File: src/rtl/bus_arbiter_rr_if.sv
// Bus bundle for the N-master to 1-slave arbiter: per-master request/return
// lanes plus the single downstream slave bus.
interface bus_arbiter_rr_if #(
    parameter int N_MASTERS = 2
);
    logic [N_MASTERS-1:0][31:0] m_address;
    logic [N_MASTERS-1:0]       m_read;
    logic [N_MASTERS-1:0]       m_write;
    logic [N_MASTERS-1:0][31:0] m_data_wr;
    logic [N_MASTERS-1:0][3:0]  m_mask;
    logic [N_MASTERS-1:0]       m_stall;
    logic [N_MASTERS-1:0][31:0] m_data_rd;
    logic [N_MASTERS-1:0][31:0] m_data_rd_2;

    logic [31:0] s_address;
    logic [31:0] s_data_wr;
    logic [3:0]  s_mask;
    logic        s_read;
    logic        s_write;
    logic        s_stall;
    logic [31:0] s_data_rd;
    logic [31:0] s_data_rd_2;

    // Handshake: a master presents a request (m_read or m_write) and holds it
    // stable until a cycle where its m_stall is 0; that cycle completes the
    // access. The downstream side behaves the same with s_read/s_write/s_stall.

    // slave: the arbiter's view (it serves the masters and drives the slave bus)
    modport slave (
        input  m_address, m_read, m_write, m_data_wr, m_mask,
        output m_stall, m_data_rd, m_data_rd_2,
        output s_address, s_data_wr, s_mask, s_read, s_write,
        input  s_stall, s_data_rd, s_data_rd_2
    );

    // master: the environment's view (requesting masters plus the downstream slave)
    modport master (
        output m_address, m_read, m_write, m_data_wr, m_mask,
        input  m_stall, m_data_rd, m_data_rd_2,
        input  s_address, s_data_wr, s_mask, s_read, s_write,
        output s_stall, s_data_rd, s_data_rd_2
    );
endinterface

File: src/rtl/bus_arbiter_rr.sv
// N-master to 1-slave SOPC bus arbiter, round-robin or fixed priority, with a
// grant lock held across stalled transactions and zero added latency.
module bus_arbiter_rr #(
    parameter int N_MASTERS = 2,
    parameter int MODE      = 0
) (
    input  logic                 clk,
    input  logic                 rst,
    bus_arbiter_rr_if.slave      bus,
    output logic [N_MASTERS-1:0] grant,
    output logic                 busy,
    output logic                 state_dbg
);
    localparam int IDX_W = (N_MASTERS > 1) ? $clog2(N_MASTERS) : 1;

    typedef enum logic {
        IDLE   = 1'b0,
        LOCKED = 1'b1
    } state_t;

    state_t             state_q, state_d;
    logic [IDX_W-1:0]   owner_q, owner_d;
    logic [IDX_W-1:0]   last_q, last_d;
    logic [N_MASTERS-1:0] req;
    logic               win_valid;
    logic [IDX_W-1:0]   win_idx;
    int                 idx;

    assign busy      = (state_q == LOCKED);
    assign state_dbg = state_q;

    // Winner selection. Round-robin scans from the farthest candidate back to
    // last+1 so the nearest requester after last overwrites the others.
    always_comb begin
        req       = bus.m_read | bus.m_write;
        win_valid = 1'b0;
        win_idx   = '0;
        idx       = 0;
        if (state_q == LOCKED) begin
            win_valid = req[owner_q];
            win_idx   = owner_q;
        end else if (MODE == 1) begin
            for (int i = N_MASTERS - 1; i >= 0; i--) begin
                if (req[i]) begin
                    win_valid = 1'b1;
                    win_idx   = IDX_W'(i);
                end
            end
        end else begin
            for (int k = N_MASTERS; k >= 1; k--) begin
                idx = int'(last_q) + k;
                if (idx >= N_MASTERS) idx = idx - N_MASTERS;
                if (req[idx]) begin
                    win_valid = 1'b1;
                    win_idx   = IDX_W'(idx);
                end
            end
        end
    end

    always_comb begin
        grant           = '0;
        bus.s_address   = '0;
        bus.s_data_wr   = '0;
        bus.s_mask      = '0;
        bus.s_read      = 1'b0;
        bus.s_write     = 1'b0;
        bus.m_stall     = '0;
        bus.m_data_rd   = '0;
        bus.m_data_rd_2 = '0;
        if (win_valid) begin
            grant[win_idx] = 1'b1;
            bus.s_address  = bus.m_address[win_idx];
            bus.s_data_wr  = bus.m_data_wr[win_idx];
            bus.s_mask     = bus.m_mask[win_idx];
            bus.s_read     = bus.m_read[win_idx];
            bus.s_write    = bus.m_write[win_idx];
        end
        for (int i = 0; i < N_MASTERS; i++) begin
            if (win_valid && (win_idx == IDX_W'(i))) begin
                bus.m_stall[i]     = bus.s_stall;
                bus.m_data_rd[i]   = bus.s_data_rd;
                bus.m_data_rd_2[i] = bus.s_data_rd_2;
            end else begin
                bus.m_stall[i] = req[i];
            end
        end
    end

    // An owner that drops its request while locked aborts: back to IDLE and
    // last stays put, since nothing completed.
    always_comb begin
        state_d = state_q;
        owner_d = owner_q;
        last_d  = last_q;
        case (state_q)
            IDLE: begin
                if (win_valid) begin
                    if (bus.s_stall) begin
                        state_d = LOCKED;
                        owner_d = win_idx;
                    end else if (MODE == 0) begin
                        last_d = win_idx;
                    end
                end
            end
            LOCKED: begin
                if (!win_valid) begin
                    state_d = IDLE;
                end else if (!bus.s_stall) begin
                    state_d = IDLE;
                    if (MODE == 0) last_d = win_idx;
                end
            end
            default: state_d = IDLE;
        endcase
    end

    always_ff @(posedge clk) begin
        if (rst) begin
            state_q <= IDLE;
            owner_q <= '0;
            last_q  <= IDX_W'(N_MASTERS - 1);
        end else begin
            state_q <= state_d;
            owner_q <= owner_d;
            last_q  <= last_d;
        end
    end
endmodule
File: src/flat_wrapper.sv
// flat-port wrapper written by rule: the top's interface ports become plain ports
module bus_arbiter_rr_flat 
#(
    parameter int N_MASTERS = 2,
    parameter int MODE      = 0
)
  (clk, rst, grant, busy, state_dbg, bus_m_address, bus_m_read, bus_m_write, bus_m_data_wr, bus_m_mask, bus_m_stall, bus_m_data_rd, bus_m_data_rd_2, bus_s_address, bus_s_data_wr, bus_s_mask, bus_s_read, bus_s_write, bus_s_stall, bus_s_data_rd, bus_s_data_rd_2);
  bus_arbiter_rr_if #(.N_MASTERS(N_MASTERS)) bus_i ();
  input  logic clk;
  input  logic rst;
  output logic [N_MASTERS-1:0] grant;
  output logic busy;
  output logic state_dbg;
  input wire logic [$bits(bus_i.m_address)-1:0] bus_m_address;
  input wire logic [$bits(bus_i.m_read)-1:0] bus_m_read;
  input wire logic [$bits(bus_i.m_write)-1:0] bus_m_write;
  input wire logic [$bits(bus_i.m_data_wr)-1:0] bus_m_data_wr;
  input wire logic [$bits(bus_i.m_mask)-1:0] bus_m_mask;
  output wire logic [$bits(bus_i.m_stall)-1:0] bus_m_stall;
  output wire logic [$bits(bus_i.m_data_rd)-1:0] bus_m_data_rd;
  output wire logic [$bits(bus_i.m_data_rd_2)-1:0] bus_m_data_rd_2;
  output wire logic [$bits(bus_i.s_address)-1:0] bus_s_address;
  output wire logic [$bits(bus_i.s_data_wr)-1:0] bus_s_data_wr;
  output wire logic [$bits(bus_i.s_mask)-1:0] bus_s_mask;
  output wire logic [$bits(bus_i.s_read)-1:0] bus_s_read;
  output wire logic [$bits(bus_i.s_write)-1:0] bus_s_write;
  input wire logic [$bits(bus_i.s_stall)-1:0] bus_s_stall;
  input wire logic [$bits(bus_i.s_data_rd)-1:0] bus_s_data_rd;
  input wire logic [$bits(bus_i.s_data_rd_2)-1:0] bus_s_data_rd_2;
  assign bus_i.m_address = bus_m_address;
  assign bus_i.m_read = bus_m_read;
  assign bus_i.m_write = bus_m_write;
  assign bus_i.m_data_wr = bus_m_data_wr;
  assign bus_i.m_mask = bus_m_mask;
  assign bus_m_stall = bus_i.m_stall;
  assign bus_m_data_rd = bus_i.m_data_rd;
  assign bus_m_data_rd_2 = bus_i.m_data_rd_2;
  assign bus_s_address = bus_i.s_address;
  assign bus_s_data_wr = bus_i.s_data_wr;
  assign bus_s_mask = bus_i.s_mask;
  assign bus_s_read = bus_i.s_read;
  assign bus_s_write = bus_i.s_write;
  assign bus_i.s_stall = bus_s_stall;
  assign bus_i.s_data_rd = bus_s_data_rd;
  assign bus_i.s_data_rd_2 = bus_s_data_rd_2;
  bus_arbiter_rr #(.N_MASTERS(N_MASTERS), .MODE(MODE)) u_core (.clk(clk), .rst(rst), .bus(bus_i), .grant(grant), .busy(busy), .state_dbg(state_dbg));
endmodule
File: config.mk
export PLATFORM = sky130hd
export DESIGN_NAME = bus_arbiter_rr_flat
export DESIGN_NICKNAME = d
export VERILOG_FILES = /design/src/rtl/bus_arbiter_rr_if.sv /design/src/rtl/bus_arbiter_rr.sv /design/src/flat_wrapper.sv
export SDC_FILE = /design/constraint.sdc
export NUM_CORES = 1
export LEC_CHECK = 0
export CAP_MARGIN = 30
export CORE_AREA = 2 2 160 162
export CTS_CLUSTER_DIAMETER = 60
export DETAILED_ROUTE_END_ITERATION = 8
export DIE_AREA = 0 0 162 164
export GPL_TIMING_DRIVEN = 1
export HOLD_SLACK_MARGIN = 0.08
export PLACE_DENSITY_LB_ADDON = 0.3
export RECOVER_POWER = 50
export SETUP_SLACK_MARGIN = 0.2
export SLEW_MARGIN = 0
export SYNTH_ARGS = -nofsm -noshare
export SYNTH_HDL_FRONTEND = slang
export SYNTH_SLANG_ARGS = --single-unit
File: constraint.sdc
create_clock -name clk -period 3.7 [get_ports clk]
set_input_delay 0.74 -clock clk [delete_from_list [all_inputs] [get_ports clk]]
set_output_delay 0.74 -clock clk [all_outputs]
set_load 0.02 [all_outputs]
Yosys cells after proc, flatten, opt, wreduce, memory -nomap -nowiden
Cells that the tools add are included.
- reductions and logical operators: 6
- magnitude comparators: 7
- add/sub/neg operators: 4
- bitwise gates (word level): 5
- multiplexer cells: 45
- operators by type and width (cell ; number):
    $mux 32 ; 14
    $ge 32x3->1 const B ; 2
    $lt 32x3->1 const B ; 2
    $sub 32x3->32 const B ; 2
    $mux 1 ; 26
    $mux 4 ; 3
    $lt 1x2->1 const B ; 2
    $not 1->1 ; 4
    $add 1x2->3 const B ; 1
    $logic_and 1x1->1 ; 3
    $reduce_and 3->1 ; 1
    $add 1x1->2 const B ; 1
    $mux 2 ; 1
    $or 2x2->2 ; 1
    $reduce_and 2->1 ; 1
    $reduce_or 2->1 ; 1
    $demux 1 s1 ; 1
    $ge 1x1->1 const B ; 1
- bits of input ports: 207
- output and inout port bits: 204
- word-level logic and storage cells: 70
- flip-flop bits (word level): 3

Depth between registers and ports, before layout
Gate-level depths: netlist of run 1.
- depth after elaboration: 15
- gate-level depth with buffers: 6
- mapped depth without buffers: 3

Worst setup path after synthesis of run 1
Ideal clock, no wire load.
- kind: input -> output
- start: in bus_m_write[1]
- end: out bus_m_stall[1]
- data required time: 2960 ps
- path slack: 1058 ps
- buffers on the path: 2
- arrival time: 1902 ps
- stages: 5
- cells stage by stage: or2_4 o211a_1 buf_6 clkbuf_1 a21oi_1
- longest elaborated chain between the ends: 9
- elaborated cells on any way between the ends: 17
- those cells by class: 15 x mux; 1 x bitwise; 1 x reduce/logical
- ends and longest elaborated chain (item ; line ; source):
    start, declared ; flat_wrapper.sv:16 ; input wire logic [$bits(bus_i.m_write)-1:0] bus_m_write;
    $or 2x2->2 (*) ; bus_arbiter_rr.sv:35 ; req = bus.m_read | bus.m_write;
    $mux 1 (implied by the code) (3 in a row) ; bus_arbiter_rr.sv:53 ; if (req[idx]) begin
    $mux 1 (2 in a row) ; bus_arbiter_rr.sv:53 ;
    $mux 1 ; bus_arbiter_rr.sv:39 ; if (state_q == LOCKED) begin
    $logic_and 1x1->1 ; bus_arbiter_rr.sv:80 ; if (win_valid && (win_idx == IDX_W'(i))) begin
    $mux 1 (*) ; bus_arbiter_rr.sv:80 ;
    end, declared ; flat_wrapper.sv:19 ; output wire logic [$bits(bus_i.m_stall)-1:0] bus_m_stall;
Mark *: on every way between the ends. The rest lies on a longest branch, timed or not. The select of a mux whose other input is x is not followed.

Final worst setup path of run 1
- start: in bus_m_write[1]
- end: out bus_s_address[19]
- longest elaborated chain between the ends: 10
- elaborated cells on any way between the ends: 18
- those cells by class: 17 x mux; 1 x bitwise
- ends and longest elaborated chain (item ; line ; source):
    $or 2x2->2 (*) ; bus_arbiter_rr.sv:35 ;
    $mux 1 (implied by the code) (3 in a row) ; bus_arbiter_rr.sv:53 ;
    $mux 1 (2 in a row) ; bus_arbiter_rr.sv:53 ;
    $mux 1 ; bus_arbiter_rr.sv:39 ;
    $mux 32 (implied by the code) (2 in a row) ; bus_arbiter_rr.sv:73 ; bus.s_address = bus.m_address[win_idx];
    $mux 32 (*) ; bus_arbiter_rr.sv:71 ; if (win_valid) begin
    end, declared ; flat_wrapper.sv:22 ; output wire logic [$bits(bus_i.s_address)-1:0] bus_s_address;
Marked as above.

==> results.md, run 1 <==
* Hold Startpoint: u_core.owner_q$_SDFFE_PP0P_
* Longest Clk Path Bufs at 2
* Total wire length at 15700 µm
* Inst Count DP at 980
* Seq pwr share at 2.8%
* Mapped Area at 1810 µm²
* Post-Synth Adder-Cell Area at 0%
* Count leader, synth: and2_1
* Syn Inst Count at 262
* Register area share after synthesis at 3.31%
* Worst-Skew Late Latency at 0.22 ns
* Reg2reg end: u_core.last_q$_SDFFE_PP1P_
* Layout cells sized above 1 at 3.93%
* Post-synth top flop: dfxtp_1
* Status: finished, final reports clean
* Final setup vio count at 0
* Largest net degree at the start of global routing at 69
* Number of remaining DRC errors at 0
* Critical path arrival at 2.82 ns
* Max Fclk at 281 MHz
* Final non-filler cell total at 992
* Worst min path class: flip-flop to flip-flop
* Dpl hpwl at 12400 µm
* Critical path peak fanout at 56
* Nets at 870
* R2R Path Start: u_core.busy$_SDFF_PP0_
* RD Place Congestion at 0.729
* Worst Setup Start Kind: input pin
* Initial antenna violation count at 0
* DR WL/cell at 15.8 µm
* Drt via density at 3.54
* Logic pwr share at 84.8%
* Layout area overhead at 225%
* Final setup TNS at 0 ns
* Hold Vio Cnt, Final at 0
* Die X at 162 µm
* Max-cap violations at 0
* Core box area at 24800 µm²
* Pre-antenna DRT Iters at 4
* Fin Clk Skew at 0.00105 ns
* GRT Total Usage at 10.1%
* Largest cells by area after synthesis: and2_1, a22o_1, dfxtp_1
* PwrDens at 236 nW/µm²
* EDFF count, synth at 0
* Final min period at 3.56 ns
* Most frequent cells after synthesis: and2_1, a22o_1, clkbuf_1
* Site Rows at 58
* Routed Antenna Nets at 0
* Post-synthesis compound-gate area fraction at 39.8%
* TritonCTS clock tree: built
* R2r setup slk at 2.58 ns
* CTS Root Cell: clkbuf_16
* DR iter-0 viols at 119
* First-pass GRT wire length at 20800 µm
* Antenna Cells at 0
* Chip height at 164 µm
* Vias at 3514
* Hold EP: u_core.owner_q$_SDFFE_PP0P_
* Crit path capture type: output pin
* Critical path class: input pin to output pin
* Synth Register Bits at 3
* Vias in the first global route at 3416
* Fin crit share at 96.3%
* Worst slew pin tran at 0.408 ns
* Clk sinks at 3
* Clk slew on worst S/H paths at 0.03 ns
* Data required, critical path at 2.96 ns
* Post-synthesis xor/xnor area fraction at 0%
* Final Slew Violations at 0
* Top-level I/O count at 411
* Netlist cell types at 26
* Slew headroom at 72.8%
* Syn_nets at 469
* Avg Inst Size Synth at 6.92 µm²
* Net Sw Frac at 45.6%
* Synth warn at 0
* Pint at 0.756 mW
* Total number of H-tree levels at 1
* Overflow after GRT at 0
* Hold Path Cell Cnt at 2
* Largest family of logic cells by synthesized area: simple AND/OR/NAND/NOR gates
* Switching pwr at 0.635 mW
* PortBufs at 410
* RSZ-0062 raised after global routing: true
* Die area at 26600 µm²
* Yosys top cell by area: and2_1
* Post-synthesis async set-or-reset flop share at 0%
* R2R depth at 3
* Simple-gate share of the synthesized area at 47.4%
* Initial core utilization at 7.31%
* VDD IR max at 0.114 mV
* CTS Buf Count at 3
* Multiplexer area fraction after synthesis at 0%
* Leakage power at 2.42 nW
* Clock Power Share at 12.4%
* Post-synth top area share at 44.1%
-- layer usage --
layer	wire length, µm	part of all wire [%]	global-route usage [%]
met4	6	0.038	0.483
met2	8180	52	19.7
met5	0	0	0
met1	5730	37	11.1
met3	1780	11	3.23
-- worst max-delay path: stages --
cell and delay, ns:
clkdlybuf4s50_1 0.42, or2_4 0.29, a21oi_4 0.21, buf_12 0.26, a22o_1 0.21, clkdlybuf4s50_1 0.63
-- cell usage in the layout (no fill, tap or decap), drive strengths merged, types with 2 or more instances in the layout --
| cell | count |
|---|---|
| a21oi | 4 |
| a22o | 68 |
| a22oi | 2 |
| and2 | 128 |
| buf | 16 |
| clkbuf | 95 |
| clkdlybuf4s50 | 266 |
| dfxtp | 3 |
| dlygate4sd2 | 46 |
| dlygate4sd3 | 4 |
| dlymetal6s2s | 2 |
| inv | 4 |
| nand2 | 2 |
| nand2b | 2 |
| nor2 | 3 |
| o211ai | 2 |
| o21ai | 6 |
| or2 | 2 |
-- flip-flops by register name, summed over array words and instances, names as in the netlist --
| register | cells |
|---|---|
| u_core.owner_q | 1 |
| u_core.busy | 1 |
| u_core.last_q | 1 |
-- power by group through the flow --
stage / logic, mW / registers [mW] / clock network [mW]
floorplan: 0.561 / 0.0384 / 0
global placement: 1.29 / 0.0391 / 0
detailed placement: 1.29 / 0.0389 / 0
CTS: 1.29 / 0.0386 / 0.174
global route: 1.25 / 0.0393 / 0.177
finish: 1.18 / 0.0387 / 0.172
-- area by class of cell --
cell class              count  area (µm²)
clock buffers               4        78.8
repair buffers            426        3730
inverters                   4        15.0
fillers                  2820       18900
flip-flops and latches      3        60.1
well taps                 330         413
multi-input cells         225        1590
-- stage by stage --
step,utilization [%],hold slack (ns),power [mW],worst slack [ns],instance area (µm²)
after floorplan,-,0.465,0.599,1.06,1810
after global placement,25.3,0.514,1.33,0.104,6280
after detailed placement,25.3,0.501,1.33,0.0983,6280
after CTS,25.8,0.508,1.50,0.121,6400
after global routing,23.7,0.537,1.47,0.0738,5890
final,23.7,0.515,1.39,0.138,5890
-- repair_timing --
item                       4_1_cts  5_1_grt
hold buffers                     0        0
buffers inserted                 2        3
gates cloned                     2        1
setup endpoints to repair      136      139
resized for setup               49       92
pin swaps                        0        0
-- cells by family after synthesis --
group	Yosys count
AO/OA/AOI/OAI	86
AND/OR/NAND/NOR	139
buffers and inverters	34
flip-flops	3
-- worst max path at each step --
stage | cells after the start | slack, ns | startpoint | to
floorplan | 5 | 1.06 | bus_m_write[1] | bus_m_stall[1]
global placement | 6 | 0.10 | bus_m_write[0] | bus_s_address[19]
detailed placement | 6 | 0.1 | bus_m_write[1] | bus_s_data_wr[5]
CTS | 7 | 0.12 | bus_m_write[1] | bus_m_data_rd[11]
global route | 6 | 0.07 | bus_m_write[1] | bus_s_address[19]
finish | 6 | 0.14 | bus_m_write[1] | bus_s_address[19]
Note: power is estimated with default switching activity, not from simulation.
==> inputs of run 2 (changes only) <==
Settings changed: HOLD_SLACK_MARGIN 0.08 to 0.03.
Clock period 3.7 ns to 3.86 ns, I/O delays scaled along.
==> run 2 against run 1 <==
Critical path depth unchanged; core utilization up 0.61 points; critical path type unchanged; count of clock-buffer cells in the layout unchanged; highest routed layer is now met5; combinational power about the same; clock skew about the same; register-to-register slack better by 0.18 ns.
==> results.md, run 2 (same netlist as run 1, synthesis figures left out) <==
* Status: finished, final reports clean
* Worst-path cell chain: clkdlybuf4s50_1 > o2bb2ai_1 > a21oi_4 > buf_12 > a22o_1 > clkdlybuf4s50_1
* DR iter-0 viols at 67 (-44%)
* Worst-Skew Late Latency at 0.22 ns (about the same)
* Total wire length at 14700 µm (-6.5%)
* Layout area overhead at 233%
* Final min period at 3.65 ns
* Vias at 3492 (-0.63%)
* CTS Buf Count at 3 (unchanged)
* Switching pwr at 0.590 mW (-7.0%)
* Initial core utilization at 7.31% (unchanged)
* Crit path capture type: output pin
* Chip height at 164 µm (unchanged)
* Vias in the first global route at 3503 (+2.5%)
* Dpl hpwl at 12900 µm (+4.6%)
* Seq. cell area at 60.1 µm² (unchanged)
* PortBufs at 410 (unchanged)
* Longest Clk Path Bufs at 2 (unchanged)
* Most common cell after layout, fill and taps aside: clkdlybuf4s50_1
* First-pass GRT wire length at 20500 µm (-1.6%)
* RSZ-0062 raised after global routing: true
* R2R Path Start: u_core.busy$_SDFF_PP0_
* Max-cap violations at 0 (unchanged)
* Hold-fix buffers at CTS at 0 (unchanged)
* Cell mode on critical path: clkdlybuf4s50_1
* Routed Antenna Nets at 0 (unchanged)
* Core box area at 24800 µm² (unchanged)
* Fin crit share at 94.5%
* Clock Power Share at 12.1% (-0.3 points)
* Final setup TNS at 0 ns (unchanged)
* Worst Setup Start Kind: input pin
* FILL cells at 2781 (-1.4%)
* Setup WS post-layout at 0.211 ns (+0.0722 ns)
* Critical path arrival at 2.88 ns (+0.06 ns)
* Commonest non-fill, non-tap cells in the layout: clkdlybuf4s50_1, and2_1, a22o_1
* Clk sinks at 3 (unchanged)
* Overflow after GRT at 0 (unchanged)
* Data required, critical path at 3.09 ns (+0.13 ns)
* Nets at 869 (-0.11%)
* Layout cells sized above 1 at 3.78% (-0.15 points)
* Site Rows at 58 (unchanged)
* RD Place Congestion at 0.735 (+0.82%)
* Largest delay share family, worst path: buffers and inverters
* Worst slew pin tran at 0.358 ns (-0.0492 ns)
* Max Fclk at 274 MHz
* GRT Total Usage at 9.81% (-0.28 points)
* Slew headroom at 76.1% (+3.3 points)
* Drt via density at 3.52 (-0.53%)
* Final setup vio count at 0 (unchanged)
* Hold WS at 0.519 ns (+0.00439 ns)
* Pre-antenna DRT Iters at 4 (unchanged)
* Die area at 26600 µm² (unchanged)
* Number of remaining DRC errors at 0 (unchanged)
* Initial antenna violation count at 1 (+1)
* Leakage power at 2.41 nW (-0.40%)
* Seq pwr share at 2.8% (about the same)
* Largest net degree at the start of global routing at 64 (-7.2%)
* Final Slew Violations at 0 (unchanged)
* Die X at 162 µm (unchanged)
* Pre-CTS setup slack at 0.137 ns (+0.0385 ns)
* Crit. Startpoint: bus_m_write[0]
* Slowest cell on the critical path: clkdlybuf4s50_1
* VDD IR max at 0.100 mV (-12%)
* Pint at 0.757 mW (+0.20%)
* Multi-input gate area at 1590 µm² (unchanged)
* CTS Root Cell: clkbuf_16
* Logic pwr share at 85.1% (+0.3 points)
* CP peak stage delay at 0.62 ns (about the same)
* Hold Vio Cnt, Final at 0 (unchanged)
* Total number of H-tree levels at 1 (unchanged)
* Critical path peak fanout at 57 (+1.8%)
* Worst Path Buf+Inv at 3 (unchanged)
* DR WL/cell at 14.8 µm (-6.4%)
* Fin Clk Skew at 0.000589 ns (-0.000458 ns)
* PwrDens at 223 nW/µm² (-5.5%)
* Hold Startpoint: u_core.owner_q$_SDFFE_PP0P_
* Antenna Cells at 0 (unchanged)
* Top-level I/O count at 411 (unchanged)
* Net Sw Frac at 43.8% (-1.8 points)
* Critical path class: input pin to output pin
* Clk slew on worst S/H paths at 0.03 ns (about the same)
* TritonCTS clock tree: built
* Worst min path class: flip-flop to flip-flop
==> run 2: area by class of cell <==
class                   count  share of cell area, %
multi-input cells         225                   26.4
flip-flops and latches      3                  0.994
repair buffers            425                   64.2
inverters                   4                  0.248
well taps                 330                   6.83
clock buffers               4                   1.30
==> run 2: per-stage QoR <==
stage / std cells / instance area (µm²) / utilization [%] / total power [mW]
final: 991 / 6040 / 24.3 / 1.35
after global routing: 991 / 6040 / 24.3 / 1.43
after CTS: 990 / 6420 / 25.9 / 1.45
after detailed placement: 986 / 6360 / 25.6 / 1.29
after global placement: 986 / 6360 / 25.6 / 1.30
after floorplan: 262 / 1810 / - / 0.574
==> run 2: tightest hold or removal path, delay by kind of cell, from the launching register on <==
kind	cells	cell delay, ns
DFF	1	0.33
AOI/OAI and AO/OA	2	0.14
==> run 2: final timing paths <==
| kind | endpoint | slack, ns | cells past startpoint |
|---|---|---|---|
| setup / recovery | bus_s_address[31] | 0.21 | 6 |
| hold / removal | u_core.owner_q$_SDFFE_PP0P_ | 0.52 | 2 |
| setup reg to reg | u_core.last_q$_SDFFE_PP1P_ | 2.76 | 3 |
| hold reg to reg | u_core.owner_q$_SDFFE_PP0P_ | 0.52 | 2 |
==> run 2: what timing repair did <==
action	4_1_cts	5_1_grt
buffers inserted	0	1
endpoints found under the setup margin	29	111
endpoints found under the hold margin	0	0
pin swaps	0	1
resized for setup	16	67
==> run 2: layer usage <==
layer / global-route usage, % / part of all wire, % / routed length (µm)
met1: 9.86 / 34 / 5050
met2: 19.7 / 53 / 7750
met3: 3.59 / 12 / 1750
met4: 1.13 / 0.75 / 110
met5: 0 / 0.082 / 12
==> run 2: power groups by stage <==
stage          Combinational [mW]  Clock (mW)  Sequential [mW]
2_1_floorplan               0.538           0           0.0368
3_3_place_gp                 1.26           0           0.0374
5_1_grt                      1.22       0.172           0.0374
6_report                     1.15       0.164           0.0371
3_5_place_dp                 1.25           0           0.0372
4_1_cts                      1.24       0.166           0.0371
